### src/rtl/dw_conv_post_process.sv
// dw_conv_post_process
// Output side of the depthwise-conv datapath. It consumes one accumulator beat
// per raster input position and drops the beats whose 3x3 window was not fully
// populated. It can also decimate for stride 2. Each channel is requantized
// (round, arithmetic shift, optional ReLU, saturate), and the result is a dense
// raster stream for the next layer.
//
// Handshake: valid_in / valid_out are plain valid strobes with no ready.
// Every valid_in beat is consumed in the cycle it is presented. Every
// valid_out beat must be taken by the consumer in the cycle it is presented.
// A kept beat reaches valid_out exactly two cycles after its valid_in.

module dw_conv_post_process #(
   parameter int DATA_WIDTH      = 8,
   parameter int OUT_CHANNEL_NUM = 18,
   parameter int ACC_WIDTH       = 20,
   parameter int MAX_WIDTH       = 320,
   parameter int MAX_HEIGHT      = 320,
   parameter int W_BITS          = $clog2(MAX_WIDTH + 1),
   parameter int H_BITS          = $clog2(MAX_HEIGHT + 1),
   parameter int SHIFT_BITS      = 5
) (
   input  logic                                  clk,
   input  logic                                  rst,
   input  logic [OUT_CHANNEL_NUM*ACC_WIDTH-1:0]  acc_in,
   input  logic                                  valid_in,
   output logic [OUT_CHANNEL_NUM*DATA_WIDTH-1:0] data_out,
   output logic                                  valid_out,
   output logic                                  frame_done,
   input  logic                                  cfg_load,
   input  logic [W_BITS-1:0]                     img_width,
   input  logic [H_BITS-1:0]                     img_height,
   input  logic [SHIFT_BITS-1:0]                 quant_shift,
   input  logic                                  relu_en,
   input  logic                                  stride2,
   output logic                                  cfg_err
);

   // Stage-1 arithmetic is one bit wider than the accumulator, so the rounding
   // add cannot overflow.
   localparam int ACC1 = ACC_WIDTH + 1;

   // Saturation bounds for a signed DATA_WIDTH result, expressed at stage-1 width.
   localparam logic signed [ACC_WIDTH:0] SAT_MAX = $signed(ACC1'((2 ** (DATA_WIDTH - 1)) - 1));
   localparam logic signed [ACC_WIDTH:0] SAT_MIN = ~SAT_MAX;

   typedef enum logic {
      IDLE = 1'b0,
      RUN  = 1'b1
   } state_t;

   state_t state;
   state_t state_nxt;

   // Configuration latched on a legal cfg_load.
   logic [W_BITS-1:0]     cfg_wm1;      // W-1: last column of a row
   logic [H_BITS-1:0]     cfg_hm1;      // H-1: last row of the frame
   logic [W_BITS-1:0]     last_col;     // column of the final kept position
   logic [H_BITS-1:0]     last_row;     // row of the final kept position
   logic [SHIFT_BITS-1:0] cfg_shift;
   logic                  cfg_relu;
   logic                  cfg_stride2;

   // Raster position of the next incoming beat.
   logic [W_BITS-1:0] col;
   logic [H_BITS-1:0] row;

   logic cfg_legal;
   logic beat;
   logic at_end;
   logic keep;
   logic last;

   // Stage-1 pipeline registers.
   logic signed [ACC_WIDTH:0] s1_val [OUT_CHANNEL_NUM];
   logic                      s1_keep;
   logic                      s1_last;

   // Combinational stage-1 and stage-2 datapath.
   logic signed [ACC_WIDTH:0]               acc_ext   [OUT_CHANNEL_NUM];
   logic signed [ACC_WIDTH:0]               acc_sum   [OUT_CHANNEL_NUM];
   logic signed [ACC_WIDTH:0]               acc_shift [OUT_CHANNEL_NUM];
   logic signed [ACC_WIDTH:0]               round_add;
   logic [OUT_CHANNEL_NUM*DATA_WIDTH-1:0]   data_nxt;

   // A configuration is accepted only if a full 3x3 window fits and the image fits the line storage.
   assign cfg_legal = (img_width  >= W_BITS'(3)) && (img_height >= H_BITS'(3)) &&
                      (img_width  <= W_BITS'(MAX_WIDTH)) &&
                      (img_height <= H_BITS'(MAX_HEIGHT));

   // A beat counts only while running. A simultaneous cfg_load wins and the beat is dropped.
   assign beat   = valid_in && (state == RUN) && !cfg_load;
   assign at_end = (row == cfg_hm1) && (col == cfg_wm1);

   // Window-complete test, plus even-offset decimation for stride 2.
   // (row-2) is even exactly when row is even.
   assign keep = (row >= H_BITS'(2)) && (col >= W_BITS'(2)) &&
                 (!cfg_stride2 || (!row[0] && !col[0]));
   assign last = keep && (row == last_row) && (col == last_col);

   // FSM state register.
   always_ff @(posedge clk) begin
      if (rst) begin
         state <= IDLE;
      end else begin
         state <= state_nxt;
      end
   end

   // FSM next-state: a load (re)starts or parks the block, and the final raster beat ends the frame.
   always_comb begin
      state_nxt = state;
      if (cfg_load) begin
         state_nxt = cfg_legal ? RUN : IDLE;
      end else if ((state == RUN) && valid_in && at_end) begin
         state_nxt = IDLE;
      end
   end

   // Configuration capture, and the sticky error flag for rejected loads.
   always_ff @(posedge clk) begin
      if (rst) begin
         cfg_wm1     <= '0;
         cfg_hm1     <= '0;
         last_col    <= '0;
         last_row    <= '0;
         cfg_shift   <= '0;
         cfg_relu    <= 1'b0;
         cfg_stride2 <= 1'b0;
         cfg_err     <= 1'b0;
      end else if (cfg_load) begin
         cfg_err <= !cfg_legal;
         if (cfg_legal) begin
            cfg_wm1     <= img_width  - W_BITS'(1);
            cfg_hm1     <= img_height - H_BITS'(1);
            // With stride 2 an even dimension leaves its last line at an odd
            // offset from 2. The final kept line is then one earlier.
            last_col    <= (stride2 && !img_width[0])  ? img_width  - W_BITS'(2)
                                                       : img_width  - W_BITS'(1);
            last_row    <= (stride2 && !img_height[0]) ? img_height - H_BITS'(2)
                                                       : img_height - H_BITS'(1);
            cfg_shift   <= quant_shift;
            cfg_relu    <= relu_en;
            cfg_stride2 <= stride2;
         end
      end
   end

   // Raster position counters. A load restarts them at (0,0), and the final beat returns them to (0,0).
   always_ff @(posedge clk) begin
      if (rst || cfg_load) begin
         col <= '0;
         row <= '0;
      end else if (beat) begin
         if (col == cfg_wm1) begin
            col <= '0;
            row <= at_end ? '0 : row + H_BITS'(1);
         end else begin
            col <= col + W_BITS'(1);
         end
      end
   end

   // Stage-1 datapath: sign-extend, add the half-LSB rounding term, then shift arithmetically.
   always_comb begin
      round_add = '0;
      if (cfg_shift != '0) begin
         round_add = ACC1'(1) << (cfg_shift - SHIFT_BITS'(1));
      end
      for (int k = 0; k < OUT_CHANNEL_NUM; k++) begin
         acc_ext[k]   = $signed({acc_in[k*ACC_WIDTH + ACC_WIDTH - 1], acc_in[k*ACC_WIDTH +: ACC_WIDTH]});
         acc_sum[k]   = acc_ext[k] + round_add;
         acc_shift[k] = acc_sum[k] >>> cfg_shift;
      end
   end

   // Stage-1 registers. A load flushes the valid flags, so beats taken before the load never surface.
   always_ff @(posedge clk) begin
      if (rst) begin
         s1_keep <= 1'b0;
         s1_last <= 1'b0;
         for (int k = 0; k < OUT_CHANNEL_NUM; k++) begin
            s1_val[k] <= '0;
         end
      end else begin
         s1_keep <= beat && keep;
         s1_last <= beat && last;
         if (beat) begin
            for (int k = 0; k < OUT_CHANNEL_NUM; k++) begin
               s1_val[k] <= acc_shift[k];
            end
         end
      end
   end

   // Stage-2 datapath: optional ReLU, then saturate to the signed output range.
   always_comb begin
      data_nxt = '0;
      for (int k = 0; k < OUT_CHANNEL_NUM; k++) begin
         if (cfg_relu && s1_val[k][ACC_WIDTH]) begin
            data_nxt[k*DATA_WIDTH +: DATA_WIDTH] = '0;
         end else if (s1_val[k] > SAT_MAX) begin
            data_nxt[k*DATA_WIDTH +: DATA_WIDTH] = SAT_MAX[DATA_WIDTH-1:0];
         end else if (s1_val[k] < SAT_MIN) begin
            data_nxt[k*DATA_WIDTH +: DATA_WIDTH] = SAT_MIN[DATA_WIDTH-1:0];
         end else begin
            data_nxt[k*DATA_WIDTH +: DATA_WIDTH] = s1_val[k][DATA_WIDTH-1:0];
         end
      end
   end

   // Stage-2 output registers. data_out holds between kept beats, and a load flushes the valid flags.
   always_ff @(posedge clk) begin
      if (rst) begin
         data_out   <= '0;
         valid_out  <= 1'b0;
         frame_done <= 1'b0;
      end else if (cfg_load) begin
         valid_out  <= 1'b0;
         frame_done <= 1'b0;
      end else begin
         valid_out  <= s1_keep;
         frame_done <= s1_last;
         if (s1_keep) begin
            data_out <= data_nxt;
         end
      end
   end

endmodule

### config.mk
export PLATFORM = sky130hd
export DESIGN_NAME = dw_conv_post_process
export DESIGN_NICKNAME = d
export VERILOG_FILES = /design/src/rtl/dw_conv_post_process.sv
export SDC_FILE = /design/constraint.sdc
export NUM_CORES = 2
export LEC_CHECK = 0
export ABC_AREA = 0
export BUFFER_PORTS_ARGS = -buffer_cell sky130_fd_sc_hd__buf_2
export CAP_MARGIN = 20
export CELL_PAD_IN_SITES_DETAIL_PLACEMENT = 1
export CELL_PAD_IN_SITES_GLOBAL_PLACEMENT = 1
export CORE_MARGIN = 5
export CORE_UTILIZATION = 40
export CTS_CLUSTER_DIAMETER = 60
export DETAILED_ROUTE_END_ITERATION = 10
export PLACE_DENSITY_LB_ADDON = 0.1
export SYNTH_ARGS = -nofsm -noshare
export SYNTH_HDL_FRONTEND = slang
export SYNTH_SLANG_ARGS = --single-unit
### constraint.sdc
create_clock -name clk -period 29.3 [get_ports clk]
set_input_delay 4.395 -clock clk [delete_from_list [all_inputs] [get_ports clk]]
set_output_delay 4.395 -clock clk [all_outputs]
set_load 0.01 [all_outputs]
* After elaboration in Yosys (flattened, before gate mapping) *
Memories as Yosys holds them, arrays and structs flattened.
Index checks and enable logic that the tools add are counted.

operators by class
  add/sub/neg operators = 25
  $lt $le $gt $ge = 42
  equal/unequal tests = 4
  shifts and indexed selects = 19
  muxes and demuxes = 85
  bitwise logic cells = 19
  reduce and logical (&&, ||, !) cells = 49

operator list
  operator                count
  $mux W8                 54
  $mux W21                19
  $add A20 B21 Y21        18
  $gt A21 B8 Y1 const B   18
  $lt A21 B8 Y1 const B   18
  $sshr A21 B5 Y21        18
  $eq A9 B9 Y1            4
  $ge A9 B2 Y1 const B    4
  $mux W9                 4
  $logic_and A1 B1 Y1     34
  $shl A1 B5 Y21 const A  1
  $add A9 B1 Y9 const B   2
  $le A9 B9 Y1 const B    2
  $or A1 B1 Y1            18
  $sub A9 B1 Y9 const B   2
  $sub A9 B2 Y9 const B   2
  $mux W1                 8
  $logic_not A1 Y1        7
  $reduce_and A2 Y1       3
  $reduce_bool A5 Y1      1
  $sub A5 B1 Y5 const B   1
  $logic_or A1 B1 Y1      2
  $reduce_bool A2 Y1      1
  $reduce_or A2 Y1        1
  $not A1 Y1              1

storage, ports and cells
  flip-flop bits (word level) = 211
  memory bits (writable) = 378
  logic and storage cells = 260
  memories kept = 1

memory list
  memory  words  bits a word  read ports  clocked after Yosys merged registers in  write ports  line  text
  s1_val  18     21           18          0                                        18           75    logic signed [ACC_WIDTH:0] s1_val [OUT_CHANNEL_NUM];

* Longest topological paths before layout *
  depth after elaboration = 7
  gate-level depth with buffers = 26

* Worst setup path before layout *
Ideal clock, no wire load.

  kind = input -> register
  start = input rst
  end = memory s1_val[0][0] in the netlist's numbering, enable pin
  arrival time = 13.949 ns
  required time = 28.491 ns
  setup slack = 14.542 ns
  cell stages on the path = 3
  path buffers = 2
  cells stage by stage = clkbuf_1 > clkbuf_1 > nand2b_1

RTL lines
  element      line  text
  from (decl)  24    input logic rst,
  to (decl)    75

==> impl_metrics.yaml <==
cts:
  cts_buffers: 52
  cts_resized: 0
  path_clk_slew_ps: 70
  cts_root_buf: "clkbuf_16"
  cts_tree: "built"
  h-tree-depth: 2
  hold_buffers: 0
  clock_sinks: 587
  clock_latency_ps: 610
  cts_setup_buffers: 0
  cts_buffer_depth: 3
route:
  wl_met2_um: 145000
  post_drt_via_cell_ratio: 7.21
  m1WireLength_um: 167000
  dr.pass1.iters: 9
  wl_per_cell_um: 38.1
  wirelength_um: 403000
  dr_wl_met3_um: 66600
  top_layer_used: "met5"
  drc_errors: 0
  route.vias.total: 76400
  first_iter_violations: 13100
  antenna_left: 0
sta:
  setup_ws_ps: 20820
  slew_headroom_pct: 7.41
  min_period_ps: 8480
  worstMarginPinSlew_ps: 1380
  fin_tns_setup_ps: 0
  drv_slew: 0
  final.period_utilization_pct: 28.9
  rsz0062_at_grt: "no"
  max_freq_mhz: 118
  setup-violations-final: 0
  finalHoldViolations: 0
  fin_skew_ps: 30.0
status:
  status: "finished clean"
placed_design:
  place_hpwl_um: 304000
  io_buffers: 535
  dp_slack_ps: 20310
  dp_cells: 10400
  globalplace.congestion: 1.11
finish:
  syn_to_final_growth_pct: 9.84
  nNetsFinal: 8955
  fillers: 19600
  fin_cells: 10600
  postLayoutCoreUtil_pct: 44.1
  drive_gt1_share_pct: 14.4
logic_synthesis:
  synth-seq-cells: 587
  synth_area_um2: 64300
  yosys_warnings: 0
  synth_edf_count: 378
  syn_area_per_cell_um2: 7.80
  synth_flop_cell: "edfxtp_1"
  async_flop_share_pct: 0
  syn_inst: 8245
  synth_cell_types: 139
  syn_nets: 8848
  seq_area_frac_synth_pct: 24.2
worst_setup_path:
  crit_chain: "buf_4 -> buf_4 -> buf_4 -> nand2b_2 -> buf_4 -> nor2_8 -> buf_4 -> xor2_1 -> a31oi_2 -> o31ai_4 -> a31oi_1 -> xnor2_1 -> mux2i_1 -> a21oi_1 -> a221oi_1 -> a21oi_1"
  slowest_stage: "xnor2_1"
  cpMostUsedCell: "buf_4"
  start_kind: "flop"
  worstSetupPathType: "flop to flop"
  critPathArrivalTime_ps: 8830
  cp-end-kind: "flop"
  slowest_delay_ps: 860
  cp.required_ps: 29650
  critPathMaxFanout: 40
floorplanning:
  rows: 147
  start_util_pct: 40.1
  dieArea_um2: 169000
  die_w_um: 411
  placeableCoreArea_um2: 160000
  io_pins: 536
  die_h_um: 411
global_routing:
  antenna_found_initial: 51
  first_global_vias: 70400
  grt_max_degree: 180
  grt_pass1_wl_um: 552000
  grt_overflow: 0
  track_usage_pct: 45.1
power_and_ir_drop:
  power.density_nw_per_um2: 37.2
  ir_drop_v: 0.0000503
  p_leak_nw: 27.0
flow_run:
  maxCapViolations: 0
min_path:
  hold_class: "flop to flop"
## cell type report
| cell class | instances | area, µm² | area share (%) |
|---|---|---|---|
| Tap cell | 2160 | 2700 | 3.83 |
| Inverter | 122 | 478 | 0.677 |
| Multi-Input combinational cell | 6837 | 45700 | 64.6 |
| Clock inverter | 34 | 319 | 0.452 |
| Timing Repair Buffer | 752 | 4410 | 6.24 |
| Antenna cell | 34 | 85.1 | 0.120 |
| Sequential cell | 587 | 15600 | 22.0 |
| Clock buffer | 63 | 1430 | 2.03 |
## routing by layer
metal,vias to the layer above,track usage [%]
met3,1085,20.9
met5,-,0
met2,6222,56.6
met4,30,21.8
met1,37600,63.6
li1,31500,-
## cell families after synthesis
| group | count (synthesis) | synth area share, % |
|---|---|---|
| AO/OA/AOI/OAI | 3069 | 31.8 |
| XOR/XNOR | 643 | 8.94 |
| adder cells (fa/ha/maj) | 241 | 4.59 |
| buffers and inverters | 821 | 5.28 |
| flip-flops | 587 | 24.2 |
| multiplexers | 352 | 6.31 |
| AND/OR/NAND/NOR | 2532 | 18.9 |
## flip-flops by register name, summed over array words and instances (netlist names), 5 cells and up
name,count
last_row,8
row,9
s1_val,378
cfg_wm1,9
cfg_shift,5
data_out,144
cfg_hm1,9
col,9
last_col,8
## power breakdown
part / switching (W) / internal, W
Combinational: 0.000725 / 0.000263
Clock: 0.000322 / 0.000388
Sequential: 0.0000204 / 0.000909
## cells in the final DEF (no fill, tap or decap), types with 203 or more instances in the layout
cell      instances
a21oi_1         824
buf_2           535
buf_4           204
dfxtp_1         203
edfxtp_1        378
ha_1            214
mux2i_1         250
nand2_1         806
nor2_1          729
o21ai_0         610
xnor2_1         413
xor2_1          217
## final timing paths
kind                startpoint      endpoint  slack [ps]  cells after the start
setup / recovery  cfg_shift[2]  s1_val[7][0]       20820                     16
hold reg to reg   data_out[40]  data_out[40]         450                      2
setup reg to reg  cfg_shift[2]  s1_val[7][0]       20820                     16
hold / removal    data_out[40]  data_out[40]         450                      2
## stage by stage
| stage | power, W | instance area [µm²] | hold WS, ps |
|---|---|---|---|
| final | 0.00263 | 70600 | 446 |
| after global routing | 0.00267 | 70600 | 461 |
| after CTS | 0.00255 | 70500 | 450 |
| after detailed placement | 0.00185 | 68700 | 443 |
| after global placement | 0.00184 | 68700 | 435 |
| after floorplan | 0.00145 | 64300 | 442 |
## synthesized netlist by cell type, types with 121 or more instances
cell      instances  share of area, %
dfxtp_1         209               6.5
mux2i_1         250               3.9
xnor2_1         413               5.6
clkbuf_1        476               2.8
nand3_1         174               1.4
a21oi_1         824               6.4
xor2_1          217               3.0
nor3_1          146               1.1
nand2_1         812               4.7
edfxtp_1        378                18
ha_1            214               4.2
nor2_1          754               4.4
a211oi_1        187               2.2
a31oi_1         148               1.4
o21ai_0         613               4.8
inv_1           121              0.71
o211ai_1        127               1.5
## critical path: cells and delay by family (launching register included)
kind	cells	cell delay (ps)
AND/OR/NAND/NOR	2	640
buffers and inverters	5	2820
XOR/XNOR	2	1330
multiplexers	1	270
AO/OA/AOI/OAI	6	2320
flip-flops	1	640
Power figures use the tool's default switching activity.
